### src/rtl/spin_payout_pkg.sv
// Shared types for the spin payout block: FSM state encoding and win classes.
// The numeric win-class values are visible on the win_class output.
package spin_payout_pkg;

  typedef enum logic [2:0] {
    ST_IDLE,
    ST_ARMED,
    ST_EVAL,
    ST_PAY,
    ST_DONE
  } spin_state_t;

  typedef enum logic [1:0] {
    WIN_NONE   = 2'd0,
    WIN_PAIR   = 2'd1,
    WIN_RUN    = 2'd2,
    WIN_TRIPLE = 2'd3
  } win_class_t;

endpackage

### src/rtl/spin_payout_if.sv
// Bet/spin handshake plus balance and result signals between the slot-machine
// control (master) and the spin payout block (slave).
interface spin_payout_if #(
  parameter int CREDIT_W = 10,
  parameter int BET_W    = 4
);
  logic                bet_req;
  logic [BET_W-1:0]    bet_amount;
  logic                spin_valid;
  logic [11:0]         player_spin;
  logic [CREDIT_W-1:0] credits;
  logic [CREDIT_W-1:0] last_payout;
  logic [1:0]          win_class;
  logic                armed;
  logic                busy;
  logic                result_valid;
  logic                bet_reject;

  modport master (
    output bet_req, bet_amount, spin_valid, player_spin,
    input  credits, last_payout, win_class, armed, busy, result_valid, bet_reject
  );

  modport slave (
    input  bet_req, bet_amount, spin_valid, player_spin,
    output credits, last_payout, win_class, armed, busy, result_valid, bet_reject
  );
endinterface

### src/rtl/spin_payout_classifier.sv
// Combinational reel classifier: reel 1 in [11:8], reel 3 in [3:0].
// Priority is triple > run > pair > none; runs never wrap from F back to 0.
module spin_payout_classifier
  import spin_payout_pkg::*;
(
  input  logic [11:0] digits,
  output win_class_t  win_class
);
  logic [3:0] d1, d2, d3;

  assign d1 = digits[11:8];
  assign d2 = digits[7:4];
  assign d3 = digits[3:0];

  // Restricting d1 to D or below keeps d1+1 and d2+1 from wrapping
  always_comb begin
    win_class = WIN_NONE;
    if (d1 == d2 && d2 == d3)
      win_class = WIN_TRIPLE;
    else if (d1 <= 4'hD && d2 == d1 + 4'd1 && d3 == d2 + 4'd1)
      win_class = WIN_RUN;
    else if (d1 == d2 || d2 == d3 || d1 == d3)
      win_class = WIN_PAIR;
  end
endmodule

### src/rtl/spin_payout.sv
// Spin payout: charges a bet, classifies the next spin and credits the payout
// to the balance one credit per clock, saturating at the top of the range.
module spin_payout
  import spin_payout_pkg::*;
#(
  parameter int CREDIT_W      = 10,
  parameter int START_CREDITS = 100,
  parameter int BET_W         = 4,
  parameter int MULT_PAIR     = 2,
  parameter int MULT_RUN      = 5,
  parameter int MULT_TRIPLE   = 10
) (
  input  logic          CLOCK_50,
  input  logic          resetn,
  spin_payout_if.slave  bus
);
  localparam int CMP_W  = CREDIT_W + BET_W;
  localparam int PROD_W = CREDIT_W + BET_W + 8;

  spin_state_t         state, next_state;
  logic [CREDIT_W-1:0] credits;
  logic [CREDIT_W-1:0] last_payout;
  logic [CREDIT_W-1:0] pay_count;
  logic [CREDIT_W-1:0] payout;
  logic [BET_W-1:0]    bet_reg;
  logic [11:0]         digits_reg;
  win_class_t          win_class;
  win_class_t          class_now;
  logic [7:0]          mult;
  logic                bet_ok;
  logic                bet_reject;
  logic                armed, busy, result_valid;

  spin_payout_classifier u_classifier (
    .digits    (digits_reg),
    .win_class (class_now)
  );

  assign bet_ok = (bet_amount_nz()) && (CMP_W'(bus.bet_amount) <= CMP_W'(credits));

  function automatic logic bet_amount_nz();
    return bus.bet_amount != '0;
  endfunction

  always_comb begin
    mult = 8'd0;
    case (class_now)
      WIN_TRIPLE: mult = 8'(MULT_TRIPLE);
      WIN_RUN:    mult = 8'(MULT_RUN);
      WIN_PAIR:   mult = 8'(MULT_PAIR);
      default:    mult = 8'd0;
    endcase
  end

  // Product is formed wide and only then truncated to the balance width
  assign payout = CREDIT_W'(PROD_W'(bet_reg) * PROD_W'(mult));

  always_ff @(posedge CLOCK_50 or negedge resetn) begin
    if (!resetn) state <= ST_IDLE;
    else         state <= next_state;
  end

  always_comb begin
    next_state   = state;
    armed        = 1'b0;
    busy         = 1'b0;
    result_valid = 1'b0;
    case (state)
      ST_IDLE: begin
        if (bus.bet_req && bet_ok) next_state = ST_ARMED;
      end
      ST_ARMED: begin
        armed = 1'b1;
        if (bus.spin_valid) next_state = ST_EVAL;
      end
      ST_EVAL: begin
        busy       = 1'b1;
        next_state = (payout != '0) ? ST_PAY : ST_DONE;
      end
      ST_PAY: begin
        busy = 1'b1;
        if (pay_count == CREDIT_W'(1)) next_state = ST_DONE;
      end
      ST_DONE: begin
        busy         = 1'b1;
        result_valid = 1'b1;
        next_state   = ST_IDLE;
      end
      default: next_state = ST_IDLE;
    endcase
  end

  // PAY always runs payout cycles even once the balance has saturated
  always_ff @(posedge CLOCK_50 or negedge resetn) begin
    if (!resetn) begin
      credits     <= CREDIT_W'(START_CREDITS);
      last_payout <= '0;
      pay_count   <= '0;
      bet_reg     <= '0;
      digits_reg  <= '0;
      win_class   <= WIN_NONE;
      bet_reject  <= 1'b0;
    end else begin
      bet_reject <= 1'b0;
      case (state)
        ST_IDLE: begin
          if (bus.bet_req) begin
            if (bet_ok) begin
              credits <= credits - CREDIT_W'(bus.bet_amount);
              bet_reg <= bus.bet_amount;
            end else begin
              bet_reject <= 1'b1;
            end
          end
        end
        ST_ARMED: begin
          if (bus.spin_valid) digits_reg <= bus.player_spin;
        end
        ST_EVAL: begin
          win_class   <= class_now;
          last_payout <= payout;
          pay_count   <= payout;
        end
        ST_PAY: begin
          pay_count <= pay_count - CREDIT_W'(1);
          if (credits != {CREDIT_W{1'b1}}) credits <= credits + CREDIT_W'(1);
        end
        default: ;
      endcase
    end
  end

  assign bus.credits      = credits;
  assign bus.last_payout  = last_payout;
  assign bus.win_class    = win_class;
  assign bus.armed        = armed;
  assign bus.busy         = busy;
  assign bus.result_valid = result_valid;
  assign bus.bet_reject   = bet_reject;
endmodule

### src/flat_wrapper.sv
// flat-port wrapper written by rule: the top's interface ports become plain ports
module spin_payout_flat import spin_payout_pkg::*;
#(
  parameter int CREDIT_W      = 10,
  parameter int START_CREDITS = 100,
  parameter int BET_W         = 4,
  parameter int MULT_PAIR     = 2,
  parameter int MULT_RUN      = 5,
  parameter int MULT_TRIPLE   = 10
)
  (CLOCK_50, resetn, bus_bet_req, bus_bet_amount, bus_spin_valid, bus_player_spin, bus_credits, bus_last_payout, bus_win_class, bus_armed, bus_busy, bus_result_valid, bus_bet_reject);
  spin_payout_if #(.CREDIT_W(CREDIT_W), .BET_W(BET_W)) bus_i ();
  input  logic CLOCK_50;
  input  logic resetn;
  input wire logic [$bits(bus_i.bet_req)-1:0] bus_bet_req;
  input wire logic [$bits(bus_i.bet_amount)-1:0] bus_bet_amount;
  input wire logic [$bits(bus_i.spin_valid)-1:0] bus_spin_valid;
  input wire logic [$bits(bus_i.player_spin)-1:0] bus_player_spin;
  output wire logic [$bits(bus_i.credits)-1:0] bus_credits;
  output wire logic [$bits(bus_i.last_payout)-1:0] bus_last_payout;
  output wire logic [$bits(bus_i.win_class)-1:0] bus_win_class;
  output wire logic [$bits(bus_i.armed)-1:0] bus_armed;
  output wire logic [$bits(bus_i.busy)-1:0] bus_busy;
  output wire logic [$bits(bus_i.result_valid)-1:0] bus_result_valid;
  output wire logic [$bits(bus_i.bet_reject)-1:0] bus_bet_reject;
  assign bus_i.bet_req = bus_bet_req;
  assign bus_i.bet_amount = bus_bet_amount;
  assign bus_i.spin_valid = bus_spin_valid;
  assign bus_i.player_spin = bus_player_spin;
  assign bus_credits = bus_i.credits;
  assign bus_last_payout = bus_i.last_payout;
  assign bus_win_class = bus_i.win_class;
  assign bus_armed = bus_i.armed;
  assign bus_busy = bus_i.busy;
  assign bus_result_valid = bus_i.result_valid;
  assign bus_bet_reject = bus_i.bet_reject;
  spin_payout #(.CREDIT_W(CREDIT_W), .START_CREDITS(START_CREDITS), .BET_W(BET_W), .MULT_PAIR(MULT_PAIR), .MULT_RUN(MULT_RUN), .MULT_TRIPLE(MULT_TRIPLE)) u_core (.CLOCK_50(CLOCK_50), .resetn(resetn), .bus(bus_i));
endmodule
### config.mk
export PLATFORM = sky130hd
export DESIGN_NAME = spin_payout_flat
export DESIGN_NICKNAME = d
export VERILOG_FILES = /design/src/rtl/spin_payout_pkg.sv /design/src/rtl/spin_payout_if.sv /design/src/rtl/spin_payout_classifier.sv /design/src/rtl/spin_payout.sv /design/src/flat_wrapper.sv
export SDC_FILE = /design/constraint.sdc
export NUM_CORES = 1
export LEC_CHECK = 0
export ABC_AREA = 1
export CAP_MARGIN = 20
export CORE_ASPECT_RATIO = 1.4
export CORE_MARGIN = 1.5
export CORE_UTILIZATION = 25
export CTS_BUF_LIST = sky130_fd_sc_hd__clkbuf_4 sky130_fd_sc_hd__clkbuf_8
export DETAILED_ROUTE_END_ITERATION = 10
export MAX_ROUTING_LAYER = met4
export PLACE_DENSITY = 0.44
export SYNTH_ARGS = -nofsm -noshare
export SYNTH_HDL_FRONTEND = slang
export SYNTH_HIERARCHICAL = 1
export SYNTH_SLANG_ARGS = --single-unit
### constraint.sdc
create_clock -name CLOCK_50 -period 5.3 [get_ports CLOCK_50]
set_input_delay 1.06 -clock CLOCK_50 [delete_from_list [all_inputs] [get_ports CLOCK_50]]
set_output_delay 1.06 -clock CLOCK_50 [all_outputs]
set_load 0.1 [all_outputs]
# Yosys cells after proc, flatten, opt, wreduce, memory -nomap -nowiden
# Index checks and enable logic that the tools add are counted.
[totals]
ff_bits = 52
elab_cells = 73
[classes]
addsub = 5
multipliers = 1
n_lt_le_gt_ge = 2
eq_ne = 20
n_mux = 20
n_reduce_logical = 17
[ops]
columns = ["operator", "count"]
rows = [
  ["$pmux W10 S2", 2],
  ["$mux W10", 3],
  ["$eq A4 B4 Y1", 5],
  ["$mux W3", 4],
  ["$pmux W3 S4", 1],
  ["$pmux W4 S3", 1],
  ["$add A10 B1 Y10 const B", 1],
  ["$eq A10 B1 Y1 const B", 1],
  ["$le A4 B10 Y1", 1],
  ["$ne A10 B10 Y1 const B", 1],
  ["$reduce_bool A10 Y1", 1],
  ["$sub A10 B1 Y10 const B", 1],
  ["$sub A10 B4 Y10", 1],
  ["$add A4 B1 Y4 const B", 2],
  ["$mul A4 B4 Y8", 1],
  ["$ne A2 B1 Y1 const B", 4],
  ["$mux W1", 7],
  ["$eq A3 B2 Y1 const B", 2],
  ["$reduce_and A3 Y1", 2],
  ["$logic_and A1 B1 Y1", 5],
  ["$eq A2 B2 Y1 const B", 2],
  ["$le A4 B4 Y1 const B", 1],
  ["$mux W2", 2],
  ["$ne A2 B2 Y1 const B", 2],
  ["other kinds (10)", 12],
]

# Logic depth before layout (Yosys ltp)
[depth]
word_depth = 12
depth_mapped = 31
ltp_nobuf = 31

# Hierarchy
# The synthesis kept the hierarchy.
[by_module_without_submodules]
columns = ["module", "n_inst", "cells_each", "area_per_inst_um2", "seq_area_each_um2"]
rows = [
  ["spin_payout", 1, 431, 3402.0, 1280.0],
  ["spin_payout_classifier", 1, 90, 432.9, 0.0],
]

# Worst setup path before layout
# No wires, ideal clock.
[synth_timing]
kind = "register -> register"
startpoint = "register u_core.digits_reg[8]"
endpoint = "register u_core.state[1]"
arrival_time_ps = 3904
required_time_ps = 5183
setup_slack_ps = 1279
stages_incl_launch_ff = 28
n_path_buf = 0
period_less_slack_ps = 4021
path_cell_list = "dfrtp_1 inv_1 ha_1 nand2_1 nand2_1 nor2_1 nand2_1 nor2_2 nand3_1 o21ai_1 nand2_1 nor2_1 inv_1 fa_1 fa_1 fa_1 inv_1 nand2_1 nand2_1 nand3_1 nand2_1 nand2_1 nor2_1 nand3_1 nand2_1 nand2_1 nand2_1 nand2_1"
[synth_via]
elab_chain_cells = 12
[synth_lines]
columns = ["item", "line_no", "source"]
rows = [
  ["start, declared", "spin_payout.sv:26", "logic [11:0] digits_reg;"],
  ["start signal, assigned", "spin_payout.sv:117", "if (bus.spin_valid) digits_reg <= bus.player_spin;"],
  ["$add A4 B1 Y4", "spin_payout_classifier.sv:20", "else if (d1 <= 4'hD && d2 == d1 + 4'd1 && d3 == d2 + 4'd1)"],
  ["$eq A4 B4 Y1", "spin_payout_classifier.sv:20", ""],
  ["$logic_and A1 B1 Y1 (2 in series)", "spin_payout_classifier.sv:20", ""],
  ["$mux W2", "spin_payout_classifier.sv:20", ""],
  ["$mux W2 (*)", "spin_payout_classifier.sv:18", "if (d1 == d2 && d2 == d3)"],
  ["named net u_core.class_now[1]", "spin_payout.sv:28", "win_class_t class_now;"],
  ["$eq A2 B1 Y1 / $eq A2 B2 Y1 (equally long branches)", "spin_payout.sv:47", "case (class_now)"],
  ["$pmux W4 S3 (*)", "spin_payout.sv:47", ""],
  ["$mul A4 B4 Y8 (*)", "spin_payout.sv:56", "assign payout = CREDIT_W'(PROD_W'(bet_reg) * PROD_W'(mult));"],
  ["$reduce_bool A10 Y1 (*)", "spin_payout.sv:78", "next_state = (payout != '0) ? ST_PAY : ST_DONE;"],
  ["$mux W3 (*)", "spin_payout.sv:78", ""],
  ["$pmux W3 S4 (*)", "spin_payout.sv:68", "case (state)"],
  ["end signal, assigned", "spin_payout.sv:60", "else state <= next_state;"],
  ["end, declared", "spin_payout.sv:20", "spin_state_t state, next_state;"],
]
# The timed path passes the listed nets; every way through them passes the cells marked *.
# A chain may end at the register's enable or synchronous reset.

# Worst setup path after layout
# Same ends and word-level chain as after synthesis.

==> out/results.tsv <==
stage	metric	value	unit
outcome	status	finished clean	
cts	cts.clk_slew.worst_paths	0.10	ns
min_path	hp-class	reg -> reg	
global_routing	grt_usage	14.1	%
pwr	p_leak	2.33	nW
place	place.gp.congestion	0.952	
place	dpl.hpwl	7.82	mm
min_path	holdPathEnd	u_core/bus.last_payout[0]$_DFFE_PN0N_	
setup_path	critical-path-slowest-cell	fa_1	
setup_path	crit_fanout	7	
finish	drive_gt1_share	9.04	%
synthesis	synth_top_area_share	31.3	%
timing	post-route-period-util	83.6	%
cts	clk_path_buf_depth	2	
setup_path	path_class	reg -> reg	
timing	finalMaxSlewViolations	0	
synthesis	ys_ff_latch	51	
route	wire_per_inst	13.6	um
synthesis	yosysTopAreaCell	dfrtp_1	
setup_path	start_kind	flip-flop	
finish	fill_cells	1670	
setup_path	arrival	4.65	ns
synthesis	synth_ff_type	dfrtp_1	
place	dpl_cell_area	4450	sq um
setup_path	reg2reg_from	u_core/digits_reg[8]$_DFFE_PN0P_	
setup_path	rr_worst_depth	28	
global_routing	grt_max_degree	52	
setup_path	cpMostUsedCell	nand2_1	
die	die_area	16100	sq um
setup_path	worstPathRequired	5.52	ns
global_routing	antenna_found_initial	0	
finish	largest_register_ff_count	12	
timing	setup_viol	0	
setup_path	critPathTopFamily	adder cells	
route	vias	3352	
die	die_h	150	um
synthesis	synth.distinct_cells	41	
cts	postCtsSetupBuffers	0	
global_routing	grt_first_pass_wirelength	17.2	mm
cts	cts_sinks	51	
timing	fin_crit	4.43	ns
setup_path	endpoint_kind	flip-flop	
cts	hold_buffers	0	
synthesis	syn-num-nets	569	
synthesis	synth_area_leaders	dfrtp_1 31%, nand2_1 15%, ha_1 7.5%	
die	start_util	25.6	%
place	port-buffer-count	44	
die	boundaryPins	46	
min_path	hold_start	u_core/bus.last_payout[0]$_DFFE_PN0N_	
finish	diodes	0	
timing	fmax	226	MHz
synthesis	syn_area	3830	sq um
timing	hold_viol	0	
synthesis	async_reset_ff_share	100	%
timing	setup_tns	0	ns
pwr	p_per_area	158	nW/um^2
setup_path	critPathBufInv	4	
route	ant_nets	0	
die	die_w	108	um
timing	rsz0062_at_grt	false	
setup_path	r2r-end	u_core/state[1]$_DFFE_PN0P_	
route	drc_errors	0	
synthesis	yosysWarnings	6	
cts	numCtsBuffers	5	
finish	nNetsFinal	611	
finish	areaGrowthSynthToFinish	19.1	%
global_routing	grt_pass1_vias	3440	
synthesis	synthTopCellsByCount	158 x nand2_1, 73 x inv_1, 48 x dfrtp_1	
finish	fin_area	4570	sq um
synthesis	yosysMostFrequentCell	nand2_1	
route	viasPerCell	4.43	
setup_path	cpPeakStageDelay	0.54	ns
place	dp_cells	748	
pwr	ir_drop	0.0890	mV
synthesis	syn_area_per_cell	7.36	sq um
timing	worst_pin_slew	0.981	ns
timing	slew_headroom	34.4	%
min_path	hold_path_depth	2	
timing	fin_skew	0.0115	ns
route	drtIter0Drc	130	
cts	cts_resized	0	
die	core_area	15000	sq um
cts	clock_latency	0.33	ns
cts	htree_levels	2	
cts	cts_root_buf	clkbuf_8	
synthesis	yosysSeqAreaShare	33.4	%
cts	cts_tree	yes	
synthesis	synth_edf_count	0	
global_routing	overflow	0	
route	finalWirelength	10.3	mm
die	num_rows	53	
synthesis	syn_inst	521	
setup_path	r2r_slack	0.87	ns
finish	fin_cells	756	
route	drt_pre_antenna_iters	4	
job	maxCapViolCount	0	
where the power goes:
part	switching (mW)	leakage [nW]	internal, mW
logic	0.0217	1.65	0.0161
clock network	0.143	0.0593	0.152
registers	0	0.614	0.389
total	0.165	2.33	0.557
layout by cell type, fill, tap and decap left out, types with 3 or more instances in the layout:
cell	Yosys	layout
nand2_1	158	158
inv_1	73	73
dfrtp_1	48	48
nor2_1	45	45
clkdlybuf4s50_1	0	43
nand3_1	37	37
ha_1	23	23
o21ai_0	22	22
xor2_1	18	18
mux2_2	11	11
a21oi_1	10	10
o21ai_2	8	8
nand2_2	6	6
xnor2_1	6	6
clkbuf_8	0	5
nand4_1	5	5
inv_2	5	5
fa_1	5	5
nand3b_1	3	3
nor3_1	3	3
o211ai_1	3	3
o221ai_1	3	3
dfstp_2	3	3
cells by family after synthesis:
| kind of cell | synth area share [%] |
|---|---|
| adders and majority gates | 10.1 |
| and+or+nand+nor | 29.4 |
| other | 0.0978 |
| xor gates and xnor gates | 5.48 |
| buffers and inverters | 9.49 |
| muxes | 3.52 |
| AOI/OAI and AO/OA | 8.55 |
| DFF | 33.4 |
routing by layer:
metal  wire, um  vias up  global-route usage, %  part of all wire (%)
met3        423       17                   2.87                   4.1
li1           -     1729                      -                     -
met4        275        0                   4.93                   2.7
met5          0        -                      -                     0
met1       4390     1531                   15.7                    43
met2       5210       75                   24.9                    51
metrics by stage:
stage | power [mW] | setup WS, ns | hold slack (ns) | utilization [%]
floorplan | 0.409 | 1.28 | 0.450 | -
global placement | 0.435 | 1.02 | 0.459 | 29.7
detailed placement | 0.435 | 0.875 | 0.466 | 29.7
CTS | 0.744 | 0.840 | 0.490 | 30.5
global route | 0.757 | 0.306 | 0.520 | 30.5
finish | 0.722 | 0.869 | 0.484 | 30.5
worst max-delay path by stage:
stage,startpoint,to,cells after the start
global route,u_core/digits_reg[8]$_DFFE_PN0P_,u_core/state[1]$_DFFE_PN0P_,30
finish,u_core/digits_reg[8]$_DFFE_PN0P_,u_core/state[1]$_DFFE_PN0P_,28
CTS,u_core/digits_reg[8]$_DFFE_PN0P_,u_core/state[1]$_DFFE_PN0P_,28
floorplan,u_core/digits_reg[8]$_DFFE_PN0P_,u_core/state[1]$_DFFE_PN0P_,27
detailed placement,u_core/digits_reg[8]$_DFFE_PN0P_,u_core/state[1]$_DFFE_PN0P_,28
global placement,u_core/digits_reg[8]$_DFFE_PN0P_,u_core/state[1]$_DFFE_PN0P_,28
tightest hold or removal path, stage by stage, from the launching register on:
cell     delay (ns)
dfrtp_1        0.36
nand2_1        0.05
nand2_1        0.04
cell type report:
| type | instances | area [sq um] | area share [%] |
|---|---|---|---|
| clock buffers | 7 | 83.8 | 1.84 |
| clock inverters | 1 | 30.0 | 0.658 |
| multi-input cells | 381 | 2190 | 48.0 |
| inverters | 79 | 298 | 6.52 |
| flip-flops and latches | 51 | 1280 | 28.0 |
| repair buffers | 45 | 443 | 9.70 |
| well taps | 192 | 240 | 5.26 |
No activity file was read; power rests on OpenSTA's default activity.
